## config.mk

```make
export PLATFORM = sky130hd
export DESIGN_NAME = sca_flip_sequencer
export DESIGN_NICKNAME = d
export VERILOG_FILES = /design/src/rtl/sca_flip_sequencer.sv
export SDC_FILE = /design/constraint.sdc
export NUM_CORES = 1
export LEC_CHECK = 0
export CAP_MARGIN = 20
export CORE_MARGIN = 3
export CORE_UTILIZATION = 60
export DETAILED_ROUTE_END_ITERATION = 10
export GPL_TIMING_DRIVEN = 1
export PLACE_DENSITY = 0.84
export SLEW_MARGIN = 20
export SYNTH_ARGS = -nofsm -noshare
export SYNTH_HDL_FRONTEND = slang
export SYNTH_SLANG_ARGS = --single-unit
export TNS_END_PERCENT = 5
```

## constraint.sdc

```tcl
create_clock -name flip_clk_i -period 5.2 [get_ports flip_clk_i]
set_input_delay 0.78 -clock flip_clk_i [delete_from_list [all_inputs] [get_ports flip_clk_i]]
set_output_delay 0.78 -clock flip_clk_i [all_outputs]
set_load 0.01 [all_outputs]
```

## src/rtl/sca_flip_sequencer.sv

```systemverilog
`default_nettype none
// ============================================================================
// Module   : sca_flip_sequencer
// Brief    : Serial-framed DUT stimulus sequencer that loads a base vector and
//            toggles one bit per cycle. Define SCA_FRAME_PARITY_EN to append
//            and check a trailing even-parity bit on every frame.
// Revision : 1.0 - initial release
// ============================================================================
module sca_flip_sequencer #(
  parameter int NUM_INS = 51,
  parameter int IDX_W   = 6,
  parameter int CNT_W   = 8,
  parameter int IDLE_TO = 1024
) (
  input  logic               flip_clk_i,
  input  logic               reset_i,
  input  logic               sca_data_i,
  input  logic               sca_clk_i,
  output logic [NUM_INS-1:0] dut_inputs_o,
  output logic               trigger_o,
  output logic               busy_o,
  output logic               pending_o,
  output logic               frame_err_o
);

`ifdef SCA_FRAME_PARITY_EN
  localparam int PAR_W = 1;
`else
  localparam int PAR_W = 0;
`endif
  localparam int FRAME_LEN = IDX_W + CNT_W + NUM_INS + PAR_W;
  localparam int BC_W      = $clog2(FRAME_LEN);
  localparam int TO_W      = $clog2(IDLE_TO + 1);

  localparam logic [BC_W-1:0]    BC_LAST   = BC_W'(FRAME_LEN - 1);
  localparam logic [BC_W-1:0]    BC_ONE    = BC_W'(1);
  localparam logic [TO_W-1:0]    TO_LAST   = TO_W'(IDLE_TO);
  localparam logic [TO_W-1:0]    TO_ONE    = TO_W'(1);
  localparam logic [CNT_W-1:0]   CNT_ONE   = CNT_W'(1);
  localparam logic [IDX_W:0]     IDX_LIMIT = (IDX_W + 1)'(NUM_INS);
  localparam logic [NUM_INS-1:0] BIT0      = NUM_INS'(1);

  typedef enum logic [1:0] {
    ST_IDLE = 2'd0,
    ST_ARM  = 2'd1,
    ST_RUN  = 2'd2
  } state_t;

  logic [2:0]           sclk_sync_q;
  logic [1:0]           sdat_sync_q;
  logic [FRAME_LEN-2:0] shift_q;
  logic [BC_W-1:0]      bitcnt_q;
  logic [TO_W-1:0]      idle_q;
  logic                 frame_err_q;
  logic                 in_vld_q;
  logic [IDX_W-1:0]     in_idx_q;
  logic [CNT_W-1:0]     in_cnt_q;
  logic [NUM_INS-1:0]   in_base_q;

  state_t               state_q, state_d;
  logic [IDX_W-1:0]     cur_idx_q, cur_idx_d;
  logic [CNT_W-1:0]     cur_cnt_q, cur_cnt_d;
  logic [NUM_INS-1:0]   cur_base_q, cur_base_d;
  logic                 pend_q, pend_d;
  logic [IDX_W-1:0]     pend_idx_q, pend_idx_d;
  logic [CNT_W-1:0]     pend_cnt_q, pend_cnt_d;
  logic [NUM_INS-1:0]   pend_base_q, pend_base_d;
  logic [CNT_W-1:0]     tcnt_q, tcnt_d;
  logic                 first_q, first_d;
  logic [NUM_INS-1:0]   dut_q, dut_d;
  logic                 trigger_q, trigger_d;
  logic                 busy_q, busy_d;

  logic                 w_fall;
  logic [FRAME_LEN-1:0] w_frame;
  logic                 w_frame_done;
  logic                 w_timeout;
  logic [IDX_W-1:0]     w_f_idx;
  logic [CNT_W-1:0]     w_f_cnt;
  logic [NUM_INS-1:0]   w_f_base;
  logic                 w_par_bad;
  logic                 w_idx_bad;
  logic                 w_slot_free;
  logic                 w_pend_take;
  logic                 w_overrun;
  logic                 w_accept;
  logic [NUM_INS-1:0]   w_flip_mask;

  assign w_fall       = ~sclk_sync_q[1] & sclk_sync_q[2];
  assign w_frame      = {shift_q, sdat_sync_q[1]};
  assign w_frame_done = w_fall & (bitcnt_q == BC_LAST);
  assign w_timeout    = ~w_fall & (idle_q == TO_LAST);

  assign w_f_idx  = w_frame[FRAME_LEN-1 -: IDX_W];
  assign w_f_cnt  = w_frame[PAR_W + NUM_INS +: CNT_W];
  assign w_f_base = w_frame[PAR_W +: NUM_INS];

`ifdef SCA_FRAME_PARITY_EN
  assign w_par_bad = ^w_frame;
`else
  assign w_par_bad = 1'b0;
`endif
  assign w_idx_bad = ({1'b0, w_f_idx} >= IDX_LIMIT);

  // A pending command being consumed this cycle frees the slot for the new frame
  assign w_slot_free = (state_q == ST_IDLE)
                     | ((state_q == ST_ARM) & (cur_cnt_q == '0))
                     | ((state_q == ST_RUN) & (tcnt_q == CNT_ONE));
  assign w_pend_take = w_slot_free & pend_q;
  assign w_overrun   = pend_q & ~w_pend_take;
  assign w_accept    = w_frame_done & ~w_par_bad & ~w_idx_bad & ~w_overrun;
  assign w_flip_mask = BIT0 << cur_idx_q;

  always_ff @(posedge flip_clk_i) begin
    if (reset_i) begin
      sclk_sync_q <= '0;
      sdat_sync_q <= '0;
      shift_q     <= '0;
      bitcnt_q    <= '0;
      idle_q      <= '0;
      frame_err_q <= 1'b0;
      in_vld_q    <= 1'b0;
      in_idx_q    <= '0;
      in_cnt_q    <= '0;
      in_base_q   <= '0;
    end else begin
      sclk_sync_q <= {sclk_sync_q[1:0], sca_clk_i};
      sdat_sync_q <= {sdat_sync_q[0], sca_data_i};
      frame_err_q <= w_timeout | (w_frame_done & ~w_accept);
      in_vld_q    <= w_accept;
      if (w_accept) begin
        in_idx_q  <= w_f_idx;
        in_cnt_q  <= w_f_cnt;
        in_base_q <= w_f_base;
      end
      if (w_fall) begin
        shift_q  <= w_frame[FRAME_LEN-2:0];
        bitcnt_q <= w_frame_done ? '0 : bitcnt_q + BC_ONE;
        idle_q   <= '0;
      end else if (w_timeout) begin
        bitcnt_q <= '0;
        idle_q   <= '0;
      end else if (bitcnt_q != '0) begin
        idle_q   <= idle_q + TO_ONE;
      end
    end
  end

  always_ff @(posedge flip_clk_i) begin
    if (reset_i) begin
      state_q     <= ST_IDLE;
      cur_idx_q   <= '0;
      cur_cnt_q   <= '0;
      cur_base_q  <= '0;
      pend_q      <= 1'b0;
      pend_idx_q  <= '0;
      pend_cnt_q  <= '0;
      pend_base_q <= '0;
      tcnt_q      <= '0;
      first_q     <= 1'b0;
      dut_q       <= '0;
      trigger_q   <= 1'b0;
      busy_q      <= 1'b0;
    end else begin
      state_q     <= state_d;
      cur_idx_q   <= cur_idx_d;
      cur_cnt_q   <= cur_cnt_d;
      cur_base_q  <= cur_base_d;
      pend_q      <= pend_d;
      pend_idx_q  <= pend_idx_d;
      pend_cnt_q  <= pend_cnt_d;
      pend_base_q <= pend_base_d;
      tcnt_q      <= tcnt_d;
      first_q     <= first_d;
      dut_q       <= dut_d;
      trigger_q   <= trigger_d;
      busy_q      <= busy_d;
    end
  end

  always_comb begin
    state_d     = state_q;
    cur_idx_d   = cur_idx_q;
    cur_cnt_d   = cur_cnt_q;
    cur_base_d  = cur_base_q;
    pend_d      = pend_q;
    pend_idx_d  = pend_idx_q;
    pend_cnt_d  = pend_cnt_q;
    pend_base_d = pend_base_q;
    tcnt_d      = tcnt_q;
    first_d     = first_q;
    dut_d       = dut_q;
    trigger_d   = 1'b0;

    case (state_q)
      ST_ARM: begin
        dut_d   = cur_base_q;
        tcnt_d  = cur_cnt_q;
        first_d = 1'b1;
        state_d = (cur_cnt_q == '0) ? ST_IDLE : ST_RUN;
      end
      ST_RUN: begin
        dut_d     = dut_q ^ w_flip_mask;
        tcnt_d    = tcnt_q - CNT_ONE;
        first_d   = 1'b0;
        trigger_d = first_q;
        if (tcnt_q == CNT_ONE) state_d = ST_IDLE;
      end
      default: state_d = ST_IDLE;
    endcase

    // The older buffered command always wins over a freshly validated one
    if (w_slot_free & (pend_q | in_vld_q)) begin
      state_d = ST_ARM;
      if (pend_q) begin
        cur_idx_d   = pend_idx_q;
        cur_cnt_d   = pend_cnt_q;
        cur_base_d  = pend_base_q;
        pend_d      = in_vld_q;
        pend_idx_d  = in_idx_q;
        pend_cnt_d  = in_cnt_q;
        pend_base_d = in_base_q;
      end else begin
        cur_idx_d   = in_idx_q;
        cur_cnt_d   = in_cnt_q;
        cur_base_d  = in_base_q;
      end
    end else if (in_vld_q) begin
      pend_d      = 1'b1;
      pend_idx_d  = in_idx_q;
      pend_cnt_d  = in_cnt_q;
      pend_base_d = in_base_q;
    end

    busy_d = (state_d != ST_IDLE) | (state_q == ST_RUN);
  end

  assign dut_inputs_o = dut_q;
  assign trigger_o    = trigger_q;
  assign busy_o       = busy_q;
  assign pending_o    = pend_q;
  assign frame_err_o  = frame_err_q;

endmodule
`default_nettype wire

```

== After elaboration in Yosys (flattened, before gate mapping) ==
Index checks and enable logic that the tools add are counted.

* Register bits after elaboration: 349
* Input port bits: 4
* Output and inout port bits: 55

* Add/subtract/negate cells: 3
* Magnitude comparators: 1
* Equal/unequal tests: 6
* Shift-type cells: 1
* Multiplexer cells: 25
* Bitwise logic cells: 24
* Reduce and logical (&&, ||, !) cells: 10

{| class="wikitable"
|+ Operator list
! operator !! count
|-
| 51-bit two-way mux || 4
|-
| 51-bit one-hot mux with 2 select lines || 1
|-
| 1-bit by 6-bit << shifter with 51-bit output (first input constant) || 1
|-
| 51-bit XOR || 1
|-
| 8-bit two-way mux || 4
|-
| 6-bit two-way mux || 4
|-
| 7-bit two-way mux || 3
|-
| 8-bit one-hot mux with 2 select lines || 1
|-
| 11-bit by 1-bit adder with 11-bit output (second input constant) || 1
|-
| 1-bit bitwise AND || 11
|-
| 11-bit == test (second input constant) || 1
|-
| 8-bit by 1-bit == test with 1-bit output (second input constant) || 1
|-
| 8-bit zero test || 1
|-
| 2-bit nonzero test || 4
|-
| 8-bit by 1-bit subtractor with 8-bit output (second input constant) || 1
|-
| 7-bit by 1-bit adder with 7-bit output (second input constant) || 1
|-
| 7-bit == test (second input constant) || 1
|-
| 1-bit NOT || 7
|-
| 7-bit nonzero test || 1
|-
| 6-bit greater-or-equal comparator (second input constant) || 1
|-
| 2-bit two-way mux || 3
|-
| 1-bit OR || 5
|-
| 2-bit one-hot mux with 2 select lines || 1
|-
| 1-bit two-way mux || 3
|-
| 8 further kinds || 8
|}

== Logic depth before layout (Yosys ltp) ==
Gate-level depths: netlist (run 1).

* Depth in word-level cells: 12
* Gate-level depth with buffers: 10
* Gate-level depth less buffers: 7

== Worst setup path after synthesis (run 1) ==
OpenSTA, ideal clock, no wires.

* Path kind: reg2reg
* From: reg state_q[0]
* To: reg in_base_q[10]
* Arrival: 1.901 ns
* Data required time: 5.072 ns
* Path slack: 3.171 ns
* Stages on the path, launching flop included: 11
* Clock period less this slack: 2.029 ns
* Cells stage by stage: dfxtp_1 > inv_1 > ha_1 > and4bb_4 > a211o_1 > o211a_1 > buf_2 > buf_6 > buf_6 > mux2i_1 > nor2_1

* Longest elaborated chain between the ends: 9

{| class="wikitable"
|+ Ends and longest elaborated chain
! item !! RTL line !! text
|-
| start: declaration || 60 || <nowiki>state_t state_q, state_d;</nowiki>
|-
| start signal: assignment || 165 || <nowiki>state_q <= state_d;</nowiki>
|-
| 2-bit by 1-bit == test with 1-bit output || 107 || <nowiki>| ((state_q == ST_ARM) & (cur_cnt_q == '0))</nowiki>
|-
| 1-bit bitwise AND || 107 ||
|-
| 1-bit OR || 107 ||
|-
| 1-bit OR (*) || 108 || <nowiki>| ((state_q == ST_RUN) & (tcnt_q == CNT_ONE));</nowiki>
|-
| 1-bit bitwise AND (*) || 109 || <nowiki>assign w_pend_take = w_slot_free & pend_q;</nowiki>
|-
| 1-bit NOT (*) || 110 || <nowiki>assign w_overrun = pend_q & ~w_pend_take;</nowiki>
|-
| 1-bit bitwise AND (*) || 110 ||
|-
| 1-bit NOT (*) || 111 || <nowiki>assign w_accept = w_frame_done & ~w_par_bad & ~w_idx_bad & ~w_overrun;</nowiki>
|-
| 1-bit bitwise AND (*) || 111 ||
|-
| end signal: assignment || 134 || <nowiki>in_base_q <= w_f_base;</nowiki>
|-
| end: declaration || 58 || <nowiki>logic [NUM_INS-1:0] in_base_q;</nowiki>
|}

Mark *: on every way between the ends. The rest lies on a longest branch, timed or not.
A chain may end at the register's enable or synchronous reset.

== Worst setup path in the final report (run 1) ==
* From: reg tcnt_q[1]
* To: reg pend_base_q[24]

* Longest elaborated chain between the ends: 6

{| class="wikitable"
|+ Ends and longest elaborated chain
! item !! RTL line !! text
|-
| start: declaration || 68 || <nowiki>logic [CNT_W-1:0] tcnt_q, tcnt_d;</nowiki>
|-
| start signal: assignment || 173 || <nowiki>tcnt_q <= tcnt_d;</nowiki>
|-
| 8-bit by 1-bit == test with 1-bit output (*) || 108 ||
|-
| 1-bit bitwise AND (*) || 108 ||
|-
| 1-bit OR (*) || 108 ||
|-
| 1-bit bitwise AND (*) || 213 || <nowiki>if (w_slot_free & (pend_q | in_vld_q)) begin</nowiki>
|-
| 2-bit != test (no source line) or 2-bit nonzero test (tied branches) || n/a ||
|-
| 2-bit AND reduction (no source line) || n/a ||
|-
| end signal: assignment || 172 || <nowiki>pend_base_q <= pend_base_d;</nowiki>
|-
| end: declaration || 67 || <nowiki>logic [NUM_INS-1:0] pend_base_q, pend_base_d;</nowiki>
|}

Marked as above.

==> reports/summary.txt, run 1 <==
SETUP PATH
--------------------------------------------------------------------------------
WS Path Type                                                        flip-flop to flip-flop
Cell chain of the critical path                                     inv_1 > ha_1 > and4bb_4 > a21oi_2 > nand3_2 > buf_4 > nand3_1 > a21oi_1
Critical path origin                                                   tcnt_q[1]
Worst Setup End Kind                                                   flip-flop
Slowest library cell on the worst path                                   nand3_2
Delay of the slowest cell on the worst path                               580 ps
Arr. time, crit path                                                     3110 ps
Launch instance of the worst register-to-register path                 tcnt_q[1]
Required arrival time at the worst endpoint                              5540 ps
Crit-path max FO                                                              39
Critical path startpoint category                                      flip-flop

STA
--------------------------------------------------------------------------------
Worst slew margin relative to its limit                                    27.8%
Final period utilization                                                   53.1%
Highest attainable clock frequency                                     0.362 GHz
Final setup skew                                                         10.5 ps
Unrepaired setup endpoints after global routing                            false
Setup TNS                                                                   0 ps
Slew at the pin closest to its max-slew limit                            1080 ps
Setup-failing EPs final                                                        0
Fin crit period                                                          2760 ps
Number of hold violations in the final report                                  0
Total count of max-transition violations in the final report                   0

FINAL LAYOUT
--------------------------------------------------------------------------------
Share of post-route cells with drive strength above 1                      5.39%
Number of nets in the layout                                               1,676
Diodes inserted                                                                0
Area growth, synth to finish                                               12.3%
Filler cell count                                                          1,747
Number of standard cells in the layout, taps in and fillers out            2,007
Final Util                                                                 69.1%

YOSYS
--------------------------------------------------------------------------------
Total nets after synthesis                                                 1,713
Number of enable flip-flop cells after synthesis                               0
Number of synthesized register bits                                          349
Most numerous cell in the Yosys netlist                                  dfxtp_1
Most frequently used flop master after synthesis                         dfxtp_1
Synthesized area per cell                                             8.57 sq um
Share of synthesized area occupied by flip-flops and latches               48.0%
Share of async-settable or async-resettable flops after synthesis             0%
Largest area contributor in the netlist                                  dfxtp_1
Cell count after synthesis                                                 1,700
Synthesis Warnings                                                             0
Ranking of synthesized cells by area                                dfxtp_1 (48%), mux2i_1 (9.1%), a21oi_1 (6.3%), a211oi_1 (5.8%), nand2_1 (4.8%)
Commonest cells in the netlist                                      dfxtp_1 (349), nand2_1 (185), a21oi_1 (184)
Post-Synthesis Cell Area                                            14,600 sq um
Fraction of post-synthesis cell area in the top cell type by area          48.0%
Count of unique library cells instantiated by Yosys                           55

GRT
--------------------------------------------------------------------------------
Vias in the first global route                                            11,200
First-pass GRT wire length                                             57,600 um
Remaining global-route overflow                                                0
GRT Overall Usage                                                          26.3%
Number of antenna violations at the first check in global routing              0
Pin count of the biggest net entering global routing                         144

ROUTING
--------------------------------------------------------------------------------
Total number of vias                                                      12,500
# DRC                                                                          0
Post-detailed-route count of antenna-violating nets                            0
Wire length per cell after detailed routing                              17.9 um
First drt pass iteration count                                                 6
Total wirelength of the detailed-routed design                         35,900 um
Vias per inst                                                               6.22
Initial drt markers                                                        1,545

PWR
--------------------------------------------------------------------------------
Portion of total power attributed to the clock network                     49.4%
Leakage                                                               0.00483 uW
Power share of the sequential group                                        49.4%
Net switching share of the total power                                     20.2%
Net switching component of the power                                     1090 uW
Peak supply drop                                                        0.250 mV
Portion of total power attributed to combinational logic                    1.2%
Power per unit of standard cell area                                 331 nW/um^2
Internal power summed over all cells                                     4330 uW

CTS
--------------------------------------------------------------------------------
Clk pin slew, worst setup/hold paths                                       60 ps
Clock net sink count                                                         349
Clock insertion delay at the later pin of the skew report                 520 ps
Post-CTS Setup Bufs                                                            0
Master cell of the clock root buffer                                   clkbuf_16
Hold-fix buffers, CTS                                                          0
H-tree depth                                                                   2
Clock tree from TritonCTS                                                   done
CTS Buf Count                                                                 36
Quantity of gates resized following cts                                        0
Maximum number of buffers from clock root to sink                              3

STATUS
--------------------------------------------------------------------------------
Outcome                                                             finished clean

DIE
--------------------------------------------------------------------------------
Starting density of the core                                               61.5%
Boundary Pins                                                                 59
Area of the placeable core                                          23,700 sq um
Die Height                                                                162 um
Horiz. Die Dim                                                            162 um
Die footprint                                                       26,200 sq um
Total number of placement rows                                                56

PLACE
--------------------------------------------------------------------------------
Total of buffers placed on input and output ports                             58
Inst Count DP                                                              1,944
Half-perimeter wire length after placement                             21,800 um
Gp weighted congestion                                                     0.844

WORST HOLD PATH
--------------------------------------------------------------------------------
Min-delay src                                                       sclk_sync_q[0]
Hold Crit Class                                                     flip-flop to flip-flop

JOB
--------------------------------------------------------------------------------
Maximum capacitance violations                                                 0

[critical path, delay by kind of cell (launching register included)]
family                     cells  cell delay, ps
DFF                            1             430
buffers and inverters          2             620
and+or+nand+nor                3             970
AOI/OAI and AO/OA              2             370
adders and majority gates      1             200
[path summary, 6_finish.rpt]
kind	to	slack, ps	cells after the start
worst max-delay path	pend_base_q[24]	2440	8
worst min-delay path	sclk_sync_q[1]	450	1
worst max register to register	pend_base_q[24]	2440	8
worst min register to register	sclk_sync_q[1]	450	1
[stage by stage]
step	setup slack [ps]	cell area, sq um	total power (uW)	hold WS [ps]
4_1_cts	2490	16400	5440	451
6_report	2440	16400	5420	445
2_1_floorplan	3170	14600	2790	414
3_3_place_gp	2350	15100	2800	449
5_1_grt	2330	16400	5550	481
3_5_place_dp	2290	15100	2800	427
[power by group through the flow]
| stage | Sequential (uW) | Clock [uW] | Combinational (uW) |
|---|---|---|---|
| 6_report | 2680 | 2680 | 64.4 |
| 5_1_grt | 2680 | 2800 | 70.2 |
| 4_1_cts | 2680 | 2700 | 63.8 |
| 3_5_place_dp | 2740 | 0 | 63.4 |
| 3_3_place_gp | 2740 | 0 | 63.0 |
| 2_1_floorplan | 2740 | 0 | 49.3 |
[sequential cells by signal (all words and copies together) (netlist names), 2 cells and up]
| name | flops |
|---|---|
| pend_idx_q | 6 |
| shift_q | 64 |
| tcnt_q | 8 |
| pend_cnt_q | 8 |
| in_cnt_q | 8 |
| cur_cnt_q | 8 |
| in_idx_q | 6 |
| dut_inputs_o | 51 |
| bitcnt_q | 7 |
| idle_q | 11 |
| cur_base_q | 51 |
| pend_base_q | 51 |
| sdat_sync_q | 2 |
| sclk_sync_q | 3 |
| in_base_q | 51 |
| state_q | 2 |
| cur_idx_q | 6 |
[cell usage in the layout (no fill, tap or decap), drive strengths merged, types with 9 or more instances in the layout]
cell type,n
dfxtp,349
nand2,185
a21oi,185
nor2,167
o21ai,136
mux2i,132
a211oi,112
nand3,99
clkdlybuf4s50,57
clkbuf,51
o22ai,28
inv,24
buf,16
nor2b,14
o32ai,13
nand2b,13
xor2,9
ha,9
[layer usage]
layer	GRT usage [%]	vias to the layer above	wire length, um
met5	0	-	0
met4	7.95	0	808
met3	4.23	83	2360
met2	41.5	508	16500
met1	37.2	5935	16200
li1	-	5961	-
[cell type report]
cell class	instances	area [sq um]	area share [%]
sequential	349	6990	42.7
clock inverter	12	196	1.20
multi-input combinational	1181	6940	42.4
inverter	22	82.6	0.505
clock buffer	51	1040	6.35
timing repair buffer	73	711	4.35
tap	319	399	2.44
[cells by family after synthesis]
logic type,share of synthesized area [%]
AO/OA/AOI/OAI,20.5
XOR/XNOR,0.661
adder cells (fa/ha/maj),0.773
buffers and inverters,4.95
flip-flops,48.0
multiplexers,9.07
AND/OR/NAND/NOR,16.1
Note: power is estimated with default switching activity, not from simulation.
==> run 2: changes to the inputs <==
==> constraint.sdc (replaced) <==
create_clock -name flip_clk_i -period 2.61 [get_ports flip_clk_i]
set_input_delay 0.3915 -clock flip_clk_i [delete_from_list [all_inputs] [get_ports flip_clk_i]]
set_output_delay 0.3915 -clock flip_clk_i [all_outputs]
set_load 0.01 [all_outputs]
==> reports/summary.txt, run 2 (synthesis gave the netlist of run 1 again) <==
CTS
----------------------------------------------------------------------------------
Hold-fix buffers, CTS                                                            0
CTS Buf Count                                                                   35
Quantity of gates resized following cts                                          0
H-tree depth                                                                     2
Post-CTS Setup Bufs                                                              0
Clock net sink count                                                           349
Maximum number of buffers from clock root to sink                                3
Clock insertion delay at the later pin of the skew report                   510 ps
Clock tree from TritonCTS                                                     done
Master cell of the clock root buffer                                     clkbuf_16
Clk pin slew, worst setup/hold paths                                         60 ps

WORST HOLD PATH
----------------------------------------------------------------------------------
Hold Crit Class                                                       primary input to flip-flop
Min-delay src                                                              reset_i

SETUP PATH
----------------------------------------------------------------------------------
Required arrival time at the worst endpoint                                2950 ps
Crit-path max FO                                                                70
FF-to-FF setup slack                                                        200 ps
Cell chain of the critical path                                       inv_1 > ha_4 > buf_4 > buf_4 > o21ai_0 > a21oi_1 > a211oi_1
Launch instance of the worst register-to-register path                  state_q[0]
Arr. time, crit path                                                       2750 ps
Most prevalent standard cell on the critical path                            buf_4
Slowest library cell on the worst path                                       buf_4
Worst Setup End Kind                                                     flip-flop
Delay of the slowest cell on the worst path                                 590 ps
Critical path origin                                                    state_q[0]
WS Path Type                                                          flip-flop to flip-flop
Critical path startpoint category                                        flip-flop

PWR
----------------------------------------------------------------------------------
Peak supply drop                                                          0.401 mV
Leakage                                                                 0.00492 uW
Power per unit of standard cell area                                   664 nW/um^2

ROUTING
----------------------------------------------------------------------------------
Post-detailed-route count of antenna-violating nets                              0
# DRC                                                                            0
Vias per inst                                                                 6.21
First drt pass iteration count                                                   5
Initial drt markers                                                          1,735
Wire length per cell after detailed routing                                18.1 um
Total wirelength of the detailed-routed design                           36,500 um
Total number of vias                                                        12,500

FINAL LAYOUT
----------------------------------------------------------------------------------
Most common library cell in the layout ignoring fill and taps              dfxtp_1
Largest Register                                                           shift_q
Number of nets in the layout                                                 1,681
Filler cell count                                                            1,732
Diodes inserted                                                                  0
Area growth, synth to finish                                                 13.6%
Number of standard cells in the layout, taps in and fillers out              2,012
Share of post-route cells with drive strength above 1                        5.97%
Flip-flop count of the largest register, all copies and words added             64
Most used cells in the layout excluding fill and tap cells            dfxtp_1 (348), nand2_1 (185), a21oi_1 (183), nor2_1 (167), mux2i_1 (132)

DIE
----------------------------------------------------------------------------------
Horiz. Die Dim                                                              162 um
Die footprint                                                         26,200 sq um
Total number of placement rows                                                  56
Starting density of the core                                                 61.5%
Area of the placeable core                                            23,700 sq um
Die Height                                                                  162 um
Boundary Pins                                                                   59

PLACE
----------------------------------------------------------------------------------
Half-perimeter wire length after placement                               21,800 um
Total of buffers placed on input and output ports                               58
Gp weighted congestion                                                       0.858
Inst Count DP                                                                1,950

STA
----------------------------------------------------------------------------------
Final period utilization                                                     92.3%
Setup-failing EPs final                                                          0
Worst slew margin relative to its limit                                      41.7%
Highest attainable clock frequency                                       0.415 GHz
Final setup skew                                                           10.7 ps
Fin crit period                                                            2410 ps
Unrepaired setup endpoints after global routing                              false
Slew at the pin closest to its max-slew limit                               874 ps
Number of hold violations in the final report                                    0
Setup TNS                                                                     0 ps
Total count of max-transition violations in the final report                     0

GRT
----------------------------------------------------------------------------------
Number of antenna violations at the first check in global routing                1
Pin count of the biggest net entering global routing                           201
GRT Overall Usage                                                            27.0%
Remaining global-route overflow                                                  0
First-pass GRT wire length                                               59,300 um
Vias in the first global route                                              11,500

STATUS
----------------------------------------------------------------------------------
Outcome                                                               finished clean

JOB
----------------------------------------------------------------------------------
Maximum capacitance violations                                                   0

## run 2: changes by cell type in the layout (fill, tap and decap cells not counted)
cell	previous run	this run
buf_12	1	9
clkbuf_1	8	3
clkinv_2	4	7
inv_6	3	0
buf_4	14	12
bufinv_16	5	7
clkbuf_8	6	7
clkinvlp_4	0	1
## run 2: area by class of cell
class	count	area, sq um	share of cell area (%)
clock buffers	47	1030	6.24
flip-flops and latches	349	6990	42.2
repair buffers	79	856	5.17
clock inverters	15	253	1.53
well taps	319	399	2.41
inverters	22	82.6	0.499
multi-input cells	1181	6940	41.9
## run 2: power by group
group          total, uW  internal, uW  switching [uW]  leakage (uW)
clock               5530          3470            2060      0.000636
combinational        133          21.2             112       0.00147
sequential          5330          5330            3.79       0.00281
total              11000          8820            2180       0.00492
## run 2: metrics by stage
stage / area (sq um) / worst slack [ps] / hold slack, ps / power [uW] / utilization, %
after floorplan: 14600 / 581 / 414 / 5550 / -
after global placement: 15300 / 377 / 449 / 5580 / 64.5
after detailed placement: 15300 / 289 / 457 / 5580 / 64.5
after CTS: 16600 / 268 / 172 / 11000 / 69.9
after global routing: 16600 / 67.9 / 182 / 11300 / 69.9
final: 16600 / 200 / 184 / 11000 / 69.9
## run 2: path summary, 6_finish.rpt
kind                                    endpoint  cells past startpoint
worst max-delay path            dut_inputs_o[31]                      7
worst min-delay path                     first_q                      2
worst min register to register     pend_idx_q[4]                      2
worst max register to register  dut_inputs_o[31]                      7
## run 2: metal layers
layer  wire length (um)  global-route usage, %  up-vias
li1                   -                      -     5983
met1              16400                   38.4     5973
met2              17100                   43.5      487
met3               2340                   3.72       60
met4                652                   7.37        0
met5                  0                      0        -
## run 2: critical path: cells and delay by family, from the launching register on
kind | cells | cell delay (ps)
compound gates | 3 | 500
buf+inv | 3 | 1200
fa+ha+maj | 1 | 170
flops | 1 | 330
